**src/rtl/aes_pkg.sv**
```systemverilog
// Shared types, sizes and round-constant lookup for the AES-256 key schedule.
package aes_pkg;

    localparam int NK = 8;
    localparam int NR = 14;

    typedef logic [31:0]  word_t;
    typedef logic [127:0] round_key_t;
    typedef logic [255:0] cipher_key_t;

    typedef enum logic [1:0] {
        ST_IDLE,
        ST_EXPAND,
        ST_DONE
    } state_e;

    // Rcon indexed by word index: Rcon[widx/8]; only indices 1..7 occur in AES-256.
    function automatic logic [7:0] rcon(input logic [5:0] widx);
        logic [5:0] r;
        r = widx >> 3;
        case (r)
            6'd1:    rcon = 8'h01;
            6'd2:    rcon = 8'h02;
            6'd3:    rcon = 8'h04;
            6'd4:    rcon = 8'h08;
            6'd5:    rcon = 8'h10;
            6'd6:    rcon = 8'h20;
            6'd7:    rcon = 8'h40;
            default: rcon = 8'h00;
        endcase
    endfunction

endpackage

```
**src/rtl/aes256_key_step.sv**
```systemverilog
// One AES-256 expansion step: produces words widx..widx+3 (one round key) from the two previous round keys.
module aes256_key_step
    import aes_pkg::*;
(
    input  logic [5:0] widx_i,
    input  round_key_t rk_prev2_i,
    input  word_t      rk_prev1_w3_i,
    output round_key_t rk_o
);

    word_t      sub_w;
    word_t      t0;
    word_t      w0;
    word_t      w1;
    word_t      w2;
    word_t      w3;
    logic [7:0] rc;

    for (genvar b = 0; b < 4; b++) begin : g_subword
        aes_sbox u_sbox (
            .in_i  (rk_prev1_w3_i[b*8 +: 8]),
            .out_o (sub_w[b*8 +: 8])
        );
    end

    // SubWord(RotWord(x)) equals RotWord(SubWord(x)), so one SubWord serves both cases.
    always_comb begin
        rc = rcon(widx_i);
        if (widx_i[2]) begin
            t0 = sub_w;
        end else begin
            t0 = {sub_w[23:0], sub_w[31:24]} ^ {rc, 24'h0};
        end
        w0   = rk_prev2_i[127:96] ^ t0;
        w1   = rk_prev2_i[95:64]  ^ w0;
        w2   = rk_prev2_i[63:32]  ^ w1;
        w3   = rk_prev2_i[31:0]   ^ w2;
        rk_o = {w0, w1, w2, w3};
    end

endmodule

```
**src/rtl/aes_sbox.sv**
```systemverilog
// AES forward S-box, combinational byte lookup.
module aes_sbox (
    input  logic [7:0] in_i,
    output logic [7:0] out_o
);

    localparam logic [0:2047] SBOX = {
        128'h637c777bf26b6fc53001672bfed7ab76,
        128'hca82c97dfa5947f0add4a2af9ca472c0,
        128'hb7fd9326363ff7cc34a5e5f171d83115,
        128'h04c723c31896059a071280e2eb27b275,
        128'h09832c1a1b6e5aa0523bd6b329e32f84,
        128'h53d100ed20fcb15b6acbbe394a4c58cf,
        128'hd0efaafb434d338545f9027f503c9fa8,
        128'h51a3408f929d38f5bcb6da2110fff3d2,
        128'hcd0c13ec5f974417c4a77e3d645d1973,
        128'h60814fdc222a908846eeb814de5e0bdb,
        128'he0323a0a4906245cc2d3ac629195e479,
        128'he7c8376d8dd54ea96c56f4ea657aae08,
        128'hba78252e1ca6b4c6e8dd741f4bbd8b8a,
        128'h703eb5664803f60e613557b986c11d9e,
        128'he1f8981169d98e949b1e87e9ce5528df,
        128'h8ca1890dbfe6426841992d0fb054bb16
    };

    assign out_o = SBOX[{in_i, 3'b000} +: 8];

endmodule

```
**src/rtl/aes256_key_scheduler.sv**
```systemverilog
// AES-256 key scheduler: accepts a cipher key, expands one round key per cycle into
// a 15-entry store, and serves round keys through a registered read port.
module aes256_key_scheduler
    import aes_pkg::*;
(
    input  logic           clk,
    input  logic           reset,
    input  logic           key_valid,
    input  logic [255:0]   key_in,
    output logic           key_ready,
    input  logic [3:0]     rk_idx,
    output logic [127:0]   rk_out,
    output logic           keys_valid,
    output logic           busy
);

    state_e     state_q;
    state_e     state_d;
    logic [5:0] widx_q;
    logic [5:0] widx_d;
    round_key_t rk_q [NR+1];
    round_key_t rk_out_q;
    round_key_t step_rk;
    round_key_t prev2_rk;
    word_t      prev1_w3;
    logic [3:0] r_idx;
    logic [3:0] p1_idx;
    logic [3:0] p2_idx;
    logic       load_key;
    logic       step_we;

    assign r_idx  = widx_q[5:2];
    assign p1_idx = r_idx - 4'd1;
    assign p2_idx = r_idx - 4'd2;

    // Outside EXPAND the step inputs are don't-care; clamp so no read falls off the store.
    always_comb begin
        prev2_rk = (p2_idx < 4'd15) ? rk_q[p2_idx] : '0;
        prev1_w3 = (p1_idx < 4'd15) ? rk_q[p1_idx][31:0] : '0;
    end

    aes256_key_step u_step (
        .widx_i        (widx_q),
        .rk_prev2_i    (prev2_rk),
        .rk_prev1_w3_i (prev1_w3),
        .rk_o          (step_rk)
    );

    always_comb begin
        state_d    = state_q;
        widx_d     = widx_q;
        load_key   = 1'b0;
        step_we    = 1'b0;
        key_ready  = 1'b0;
        keys_valid = 1'b0;
        busy       = 1'b0;
        case (state_q)
            ST_IDLE: begin
                key_ready = !reset;
                if (key_valid && key_ready) begin
                    load_key = 1'b1;
                    widx_d   = 6'd8;
                    state_d  = ST_EXPAND;
                end
            end
            ST_EXPAND: begin
                busy    = !reset;
                step_we = 1'b1;
                widx_d  = widx_q + 6'd4;
                if (widx_q == 6'd56) begin
                    state_d = ST_DONE;
                end
            end
            ST_DONE: begin
                key_ready  = !reset;
                keys_valid = !reset;
                if (key_valid && key_ready) begin
                    load_key = 1'b1;
                    widx_d   = 6'd8;
                    state_d  = ST_EXPAND;
                end
            end
            default: state_d = ST_IDLE;
        endcase
    end

    always_ff @(posedge clk) begin
        if (reset) begin
            state_q  <= ST_IDLE;
            widx_q   <= '0;
            rk_out_q <= '0;
            for (int k = 0; k < NR + 1; k++) begin
                rk_q[k] <= '0;
            end
        end else begin
            state_q <= state_d;
            widx_q  <= widx_d;
            if (load_key) begin
                rk_q[0] <= key_in[255:128];
                rk_q[1] <= key_in[127:0];
            end
            if (step_we && (r_idx < 4'd15)) begin
                rk_q[r_idx] <= step_rk;
            end
            rk_out_q <= (rk_idx == 4'd15) ? '0 : rk_q[rk_idx];
        end
    end

    assign rk_out = rk_out_q;

endmodule

```
**config.mk**
```make
export PLATFORM = sky130hd
export DESIGN_NAME = aes256_key_scheduler
export DESIGN_NICKNAME = d
export VERILOG_FILES = /design/src/rtl/aes_pkg.sv /design/src/rtl/aes256_key_step.sv /design/src/rtl/aes_sbox.sv /design/src/rtl/aes256_key_scheduler.sv
export SDC_FILE = /design/constraint.sdc
export NUM_CORES = 2
export LEC_CHECK = 0
export BUFFER_PORTS_ARGS = -buffer_cell sky130_fd_sc_hd__buf_2
export CELL_PAD_IN_SITES_DETAIL_PLACEMENT = 1
export CELL_PAD_IN_SITES_GLOBAL_PLACEMENT = 1
export CORE_MARGIN = 2
export CORE_UTILIZATION = 40
export DETAILED_ROUTE_END_ITERATION = 7
export PLACE_DENSITY_LB_ADDON = 0.12
export SYNTH_ARGS = -nofsm -noshare
export SYNTH_HDL_FRONTEND = slang
export SYNTH_HIERARCHICAL = 1
export SYNTH_SLANG_ARGS = --single-unit
export TNS_END_PERCENT = 1
```
**constraint.sdc**
```tcl
create_clock -name clk -period 13.6 [get_ports clk]
set_input_delay 2.04 -clock clk [delete_from_list [all_inputs] [get_ports clk]]
set_output_delay 2.04 -clock clk [all_outputs]
set_load 0.01 [all_outputs]
```
### Yosys cells after proc, flatten, opt, wreduce, memory -nomap -nowiden

Memories as Yosys holds them, arrays and structs flattened. A register that Yosys moved wholly into a read port is not among the register bits.
Cells that the tools add are included.

| storage, ports and cells | value |
|---|---|
| bits in writable memories | 1920 |
| input bits | 263 |
| logic and storage cells | 75 |
| flip-flop bits (word level) | 8 |
| memories | 1 |
| output and inout bits | 131 |

| operators by class | value |
|---|---|
| multiplexer cells | 28 |
| equality and inequality tests | 13 |
| order comparisons | 3 |
| reduce and logical (&&, ||, !) cells | 10 |
| bitwise gates (word level) | 11 |
| add/sub/neg operators | 3 |
| shift operators | 4 |

Memories:

| name | words | bits a word | rd ports | clocked after Yosys merged registers in | write ports | RTL line | RTL |
|---|---|---|---|---|---|---|---|
| rk_q | 15 | 128 | 3 | 1 | 15 | aes256_key_scheduler.sv:21 | `round_key_t rk_q [NR+1];` |

Operators with widths:

| operator | count |
|---|---|
| indexed part select 2048 x 12 -> 2049 bit, first input constant | 4 |
| two-way mux 128 bit | 4 |
| OR reduction 128 bit | 1 |
| XOR 32 bit | 4 |
| two-way mux 32 bit | 2 |
| one-hot mux 7 bit (7 select lines) | 1 |
| NOT 11 -> 12 bit | 4 |
| XOR 32 x 31 -> 32 bit | 1 |
| two-way mux 1 bit | 15 |
| equality test 3 bit, second input constant | 4 |
| < comparator 4 bit, second input constant | 3 |
| one-hot mux 6 bit (2 select lines) | 1 |
| adder 6 x 3 -> 6 bit, second input constant | 1 |
| equality test 3 x 2 -> 1 bit, second input constant | 2 |
| equality test 6 bit, second input constant | 1 |
| two-way mux 6 bit | 1 |
| equality test 4 bit, second input constant | 1 |
| two-way mux 2 bit | 2 |
| two-way mux 4 bit | 1 |
| one-hot mux 2 bit (2 select lines) | 1 |
| AND reduction 2 bit | 2 |
| OR reduction 2 bit | 2 |
| subtractor 4 x 1 -> 4 bit, second input constant | 1 |
| subtractor 4 x 2 -> 4 bit, second input constant | 1 |
| other kinds (10) | 12 |

### Logic depth before layout (Yosys ltp)

| logic depth | value |
|---|---|
| word-level depth | 12 |
| gate-level depth with buffers | 28 |
| gate-level depth less buffers | 19 |

### Cells and area by module

The synthesis kept the hierarchy.

Modules (own cells, without submodules):

| module | times used | cells each | sequential area each (um2) | area an instance (um2) |
|---|---|---|---|---|
| aes256_key_scheduler | 1 | 7919 | 64181.6 | 117313.8 |
| aes_sbox | 4 | 549 | 0.0 | 3369.5 |
| aes256_key_step | 1 | 232 | 0.0 | 2696.3 |

### Worst setup path before layout

OpenSTA, ideal clock, no wires.

| path | value |
|---|---|
| path type | register to register |
| start | reg widx_q[3] |
| end | mem rk_q[10][22] in the netlist's numbering, data pin |
| required time | 13.345 ns |
| clock period less this slack | 7.012 ns |
| buffers on the path | 8 |
| data arrival time | 6.757 ns |
| setup time | 0.255 ns |
| cell stages (with the launch flop) | 28 |
| setup slack | 6.588 ns |
| path through | dfxtp_1 buf_2 clkbuf_1 inv_1 clkbuf_1 ha_1 buf_2 clkbuf_1 mux4_2 mux2_2 a221oi_1 a31oi_1 buf_2 inv_1 ha_1 and2_4 buf_6 nor3_2 a31oi_1 mux4_2 a221oi_2 a211o_1 mux2i_1 xnor2_2 xor2_2 xor3_1 clkbuf_1 and2_1 |

RTL lines:

| element | RTL line | RTL |
|---|---|---|
| start: declaration | aes256_key_scheduler.sv:19 | `logic [5:0] widx_q;` |
| start signal: assignment | aes256_key_scheduler.sv:97 | `widx_q <= widx_d;` |
| end: declaration | aes256_key_scheduler.sv:21 |  |

==> summary.md <==
| Metric | Value |
|---|---|
| Post-CTS Setup Bufs | 0 |
| Layout area overhead | 11.3% |
| Leak | 52.9 nW |
| Peak VDD IR | 0.213 mV |
| Status | finished with violations |
| Total track usage | 35.2% |
| Worst hold path class | reg -> reg |
| Filler instances | 33600 |
| Grt total ovfl | 0 |
| 1st-pass router iterations | 6 |
| Finished Core Util | 44.6% |
| Reg clk slew, reported paths | 0.06 ns |
| # hold bufs at CTS | 0 |
| Type of element capturing the critical path | register |
| CP max FO | 45 |
| PD cells | 197 nW/um^2 |
| Largest net degree at the start of global routing | 133 |
| Via-to-Cell Ratio | 6.81 |
| Internal | 0.0159 W |
| Critical path startpoint | widx_q[3] |
| Layout net count | 10600 |
| Top cell type's share of synthesized area | 46.1% |
| Tcrit/Tclk final | 81.9% |
| Worst slew pin tran | 1.62 ns |
| Worst-path cell chain | inv_6, ha_4, buf_4, buf_4, mux4_2, mux2_2, a221oi_1, a31oi_2, buf_4, inv_1, ha_1, nor2b_1, nor3_1, a21oi_1, a2111oi_0, o211ai_1, a21oi_1, mux2i_1, xnor2_2, xor2_2, buf_4, xor2_1, a22o_1 |
| First-pass GRT wire length | 839000 um |
| Worst R2R Path Depth | 23 |
| Failing checks | max-capacitance violations, max-slew violations |
| Peak per-stage delay on the critical path | 0.94 ns |
| Top post-synthesis cells by count | 2048 x edfxtp_1, 1688 x and2_1, 912 x mux4_2 |
| Drt wl/cell | 40.9 um |
| CP arrival | 11.93 ns |
| R2R setup slack | 2.46 ns |
| Count leader, synth | edfxtp_1 |
| Worst slack at placement | 2.84 ns |
| Worst rel slew slack | -8.48% |
| Hold Startpoint | widx_q[4] |
| Clock power share | 24.9% |
| Crit Path Category | reg -> reg |
| TritonCTS clock tree | done |
| Synthesized cell area | 133000 um^2 |
| Cell family with most CP delay | buffers and inverters |
| Reg-to-Reg End | rk_q[1][37] |
| Total of max-cap violations | 2 |
| Clock Sinks | 2182 |
| Setup-failing EPs final | 0 |
| Hpwl dp | 368000 um |
| Die area | 338000 um^2 |
| Power Total | 0.0292 W |
| PnR worst setup slack | 2.46 ns |
| Vias in the first global route | 103000 |
| Initial antenna violation count | 62 |
| Worst EP required | 14.38 ns |
| Iteration-0 DRC Markers | 13900 |
| Die W | 582 um |
| Vias post-DR | 102000 |
| Root Driver | clkbuf_16 |
| Sw frac | 45.6% |
| Register area share after synthesis | 48.1% |
| Reg-to-reg startpoint | widx_q[3] |
| Standard-cell row count | 212 |
| FF+latch count, synth | 2182 |
| Startpoint Class | register |
| Core area | 333000 um^2 |
| Post-cts sizing count | 0 |
| Buffers and inverters on the worst path | 6 |
| Routed wire length | 611000 um |
| Sequential share of power | 29.3% |
| Clock period minus worst slack | 11.14 ns |
| Die Y | 582 um |
| Hold EP | widx_q[4] |
| Area leader, netlist | edfxtp_1 |
| Skew-Pair Late Insertion Delay | 0.95 ns |
| WHS Path Cells | 3 |
| Final sum of negative setup slack | 0 ns |
| Area contributors post-synth | edfxtp_1 46%, mux4_2 15%, and2_1 7.9% |
| RSZ-0062 raised after global routing | false |
| Gpl congestion | 0.938 |
| Post-synth EDFFs | 2048 |
| Routed Antenna Nets | 0 |
| Top cell by count, worst path | buf_4 |
| YS warnings | 6 |
| Async set-reset flop share out of synthesis | 0% |
| Htree depth | 5 |
| Initial core utilization | 40.1% |
| P_sw | 0.0133 W |
| Comb pwr share | 45.9% |
| Top FF cell, synth | edfxtp_1 |
| Post-Synthesis Cells | 10300 |
| Final routed DRC violation total | 0 |
| Fmax | 89.7 MHz |
| Slowest cell on the critical path | ha_4 |
| Inserted Clock Buffers | 272 |
| Netlist cell types | 75 |
| Boundary pin count | 394 |
| Fin. Hold Viols | 0 |
| Clock buffer depth | 4 |
| Avg Cell Area, Syn | 12.9 um^2 |
| Worst Skew | 0.0928 ns |
| Port-buffer cells | 393 |
| Fin Hold WS | 0.669 ns |
| Share of cells above drive strength 1 | 22.5% |
| Final Max Tran Viols | 5 |
-- layer usage --
layer / up-vias / share of wire, % / global-route usage, %
li1: 40200 / - / -
met1: 54600 / 40 / 47.9
met2: 5974 / 46 / 55.1
met3: 1103 / 8.8 / 5.83
met4: 10 / 5.0 / 16.1
met5: - / 0.0095 / 0
-- worst max-delay path by stage --
stage | to | slack (ns) | cells after the start
3_5_place_dp | rk_q[1][37] | 2.84 | 23
2_1_floorplan | rk_q[10][22] | 6.59 | 27
6_report | rk_q[1][37] | 2.46 | 23
5_1_grt | rk_q[1][37] | 2.24 | 23
3_3_place_gp | rk_q[1][53] | 2.71 | 22
4_1_cts | rk_q[1][37] | 2.81 | 23
-- placed cells by master (no fill, tap or decap), types with 33 or more instances in the layout --
| master | count |
|---|---|
| ha_1 | 65 |
| nand3b_1 | 151 |
| a32oi_1 | 140 |
| diode_2 | 35 |
| and2_1 | 1688 |
| nand3_1 | 95 |
| a22o_1 | 256 |
| buf_12 | 33 |
| conb_1 | 128 |
| nand2_1 | 545 |
| clkbuf_16 | 281 |
| nor3_1 | 98 |
| clkbuf_1 | 87 |
| inv_1 | 35 |
| a31oi_1 | 177 |
| a32o_1 | 132 |
| xor2_1 | 41 |
| mux2i_1 | 581 |
| buf_4 | 300 |
| mux4_2 | 912 |
| o311ai_0 | 40 |
| o211ai_1 | 172 |
| buf_2 | 390 |
| nor2b_1 | 79 |
| dfxtp_1 | 131 |
| nor2_1 | 202 |
| clkinv_2 | 36 |
| a221oi_1 | 191 |
| mux2_2 | 171 |
| nand2b_1 | 216 |
| clkinv_1 | 44 |
| o21ai_0 | 191 |
| a211oi_1 | 36 |
| a21oi_1 | 175 |
| edfxtp_1 | 2048 |
-- power by group through the flow --
stage          Sequential [W]  Clock, W  Combinational, W
6_report              0.00854   0.00727            0.0134
5_1_grt               0.00859   0.00757            0.0138
4_1_cts               0.00853   0.00735            0.0130
3_5_place_dp          0.00866         0            0.0130
3_3_place_gp          0.00860         0            0.0129
2_1_floorplan         0.00852         0           0.00706
-- sequential cells by signal (all words and copies together) (netlist names) --
register	count
rk_out	128
state_q	2
rk_q	2048
widx_q	4
-- per-stage QoR --
| step | cells | instance area [um^2] |
|---|---|---|
| finish | 15000 | 149000 |
| global route | 14900 | 148000 |
| CTS | 14900 | 148000 |
| detailed placement | 14400 | 140000 |
| global placement | 14400 | 140000 |
| floorplan | 10500 | 134000 |
-- final cells by class --
class	instances	area, um^2	area share (%)
clock inverter	110	1090	0.735
timing repair buffer	727	4940	3.32
multi-input combinational	7083	64900	43.7
inverter	53	204	0.137
tap	4387	5490	3.70
clock buffer	388	7630	5.14
antenna	35	87.6	0.0590
sequential	2182	64200	43.2
-- cell families (layout without fill, tap and decap cells) --
group,count (synthesis),count (layout),synth area share [%]
simple gates,3255,3255,13.9
fa+ha+maj,67,67,0.628
flops,2182,2182,48.1
compound gates,1821,1821,10.4
mux,1664,1664,21.2
buf+inv,1209,1278,4.30
other cells,1,163,0.00281
xor+xnor,148,148,1.52
-- worst reg2reg max path: cells and delay by family (launching register included) --
kind	cells	cell delay, ns
fa+ha+maj	2	1.91
xor+xnor	3	1.81
simple gates	2	0.66
mux	3	0.68
compound gates	7	2.29
buf+inv	6	2.83
flops	1	0.81
(Power assumes the default switching activity.)
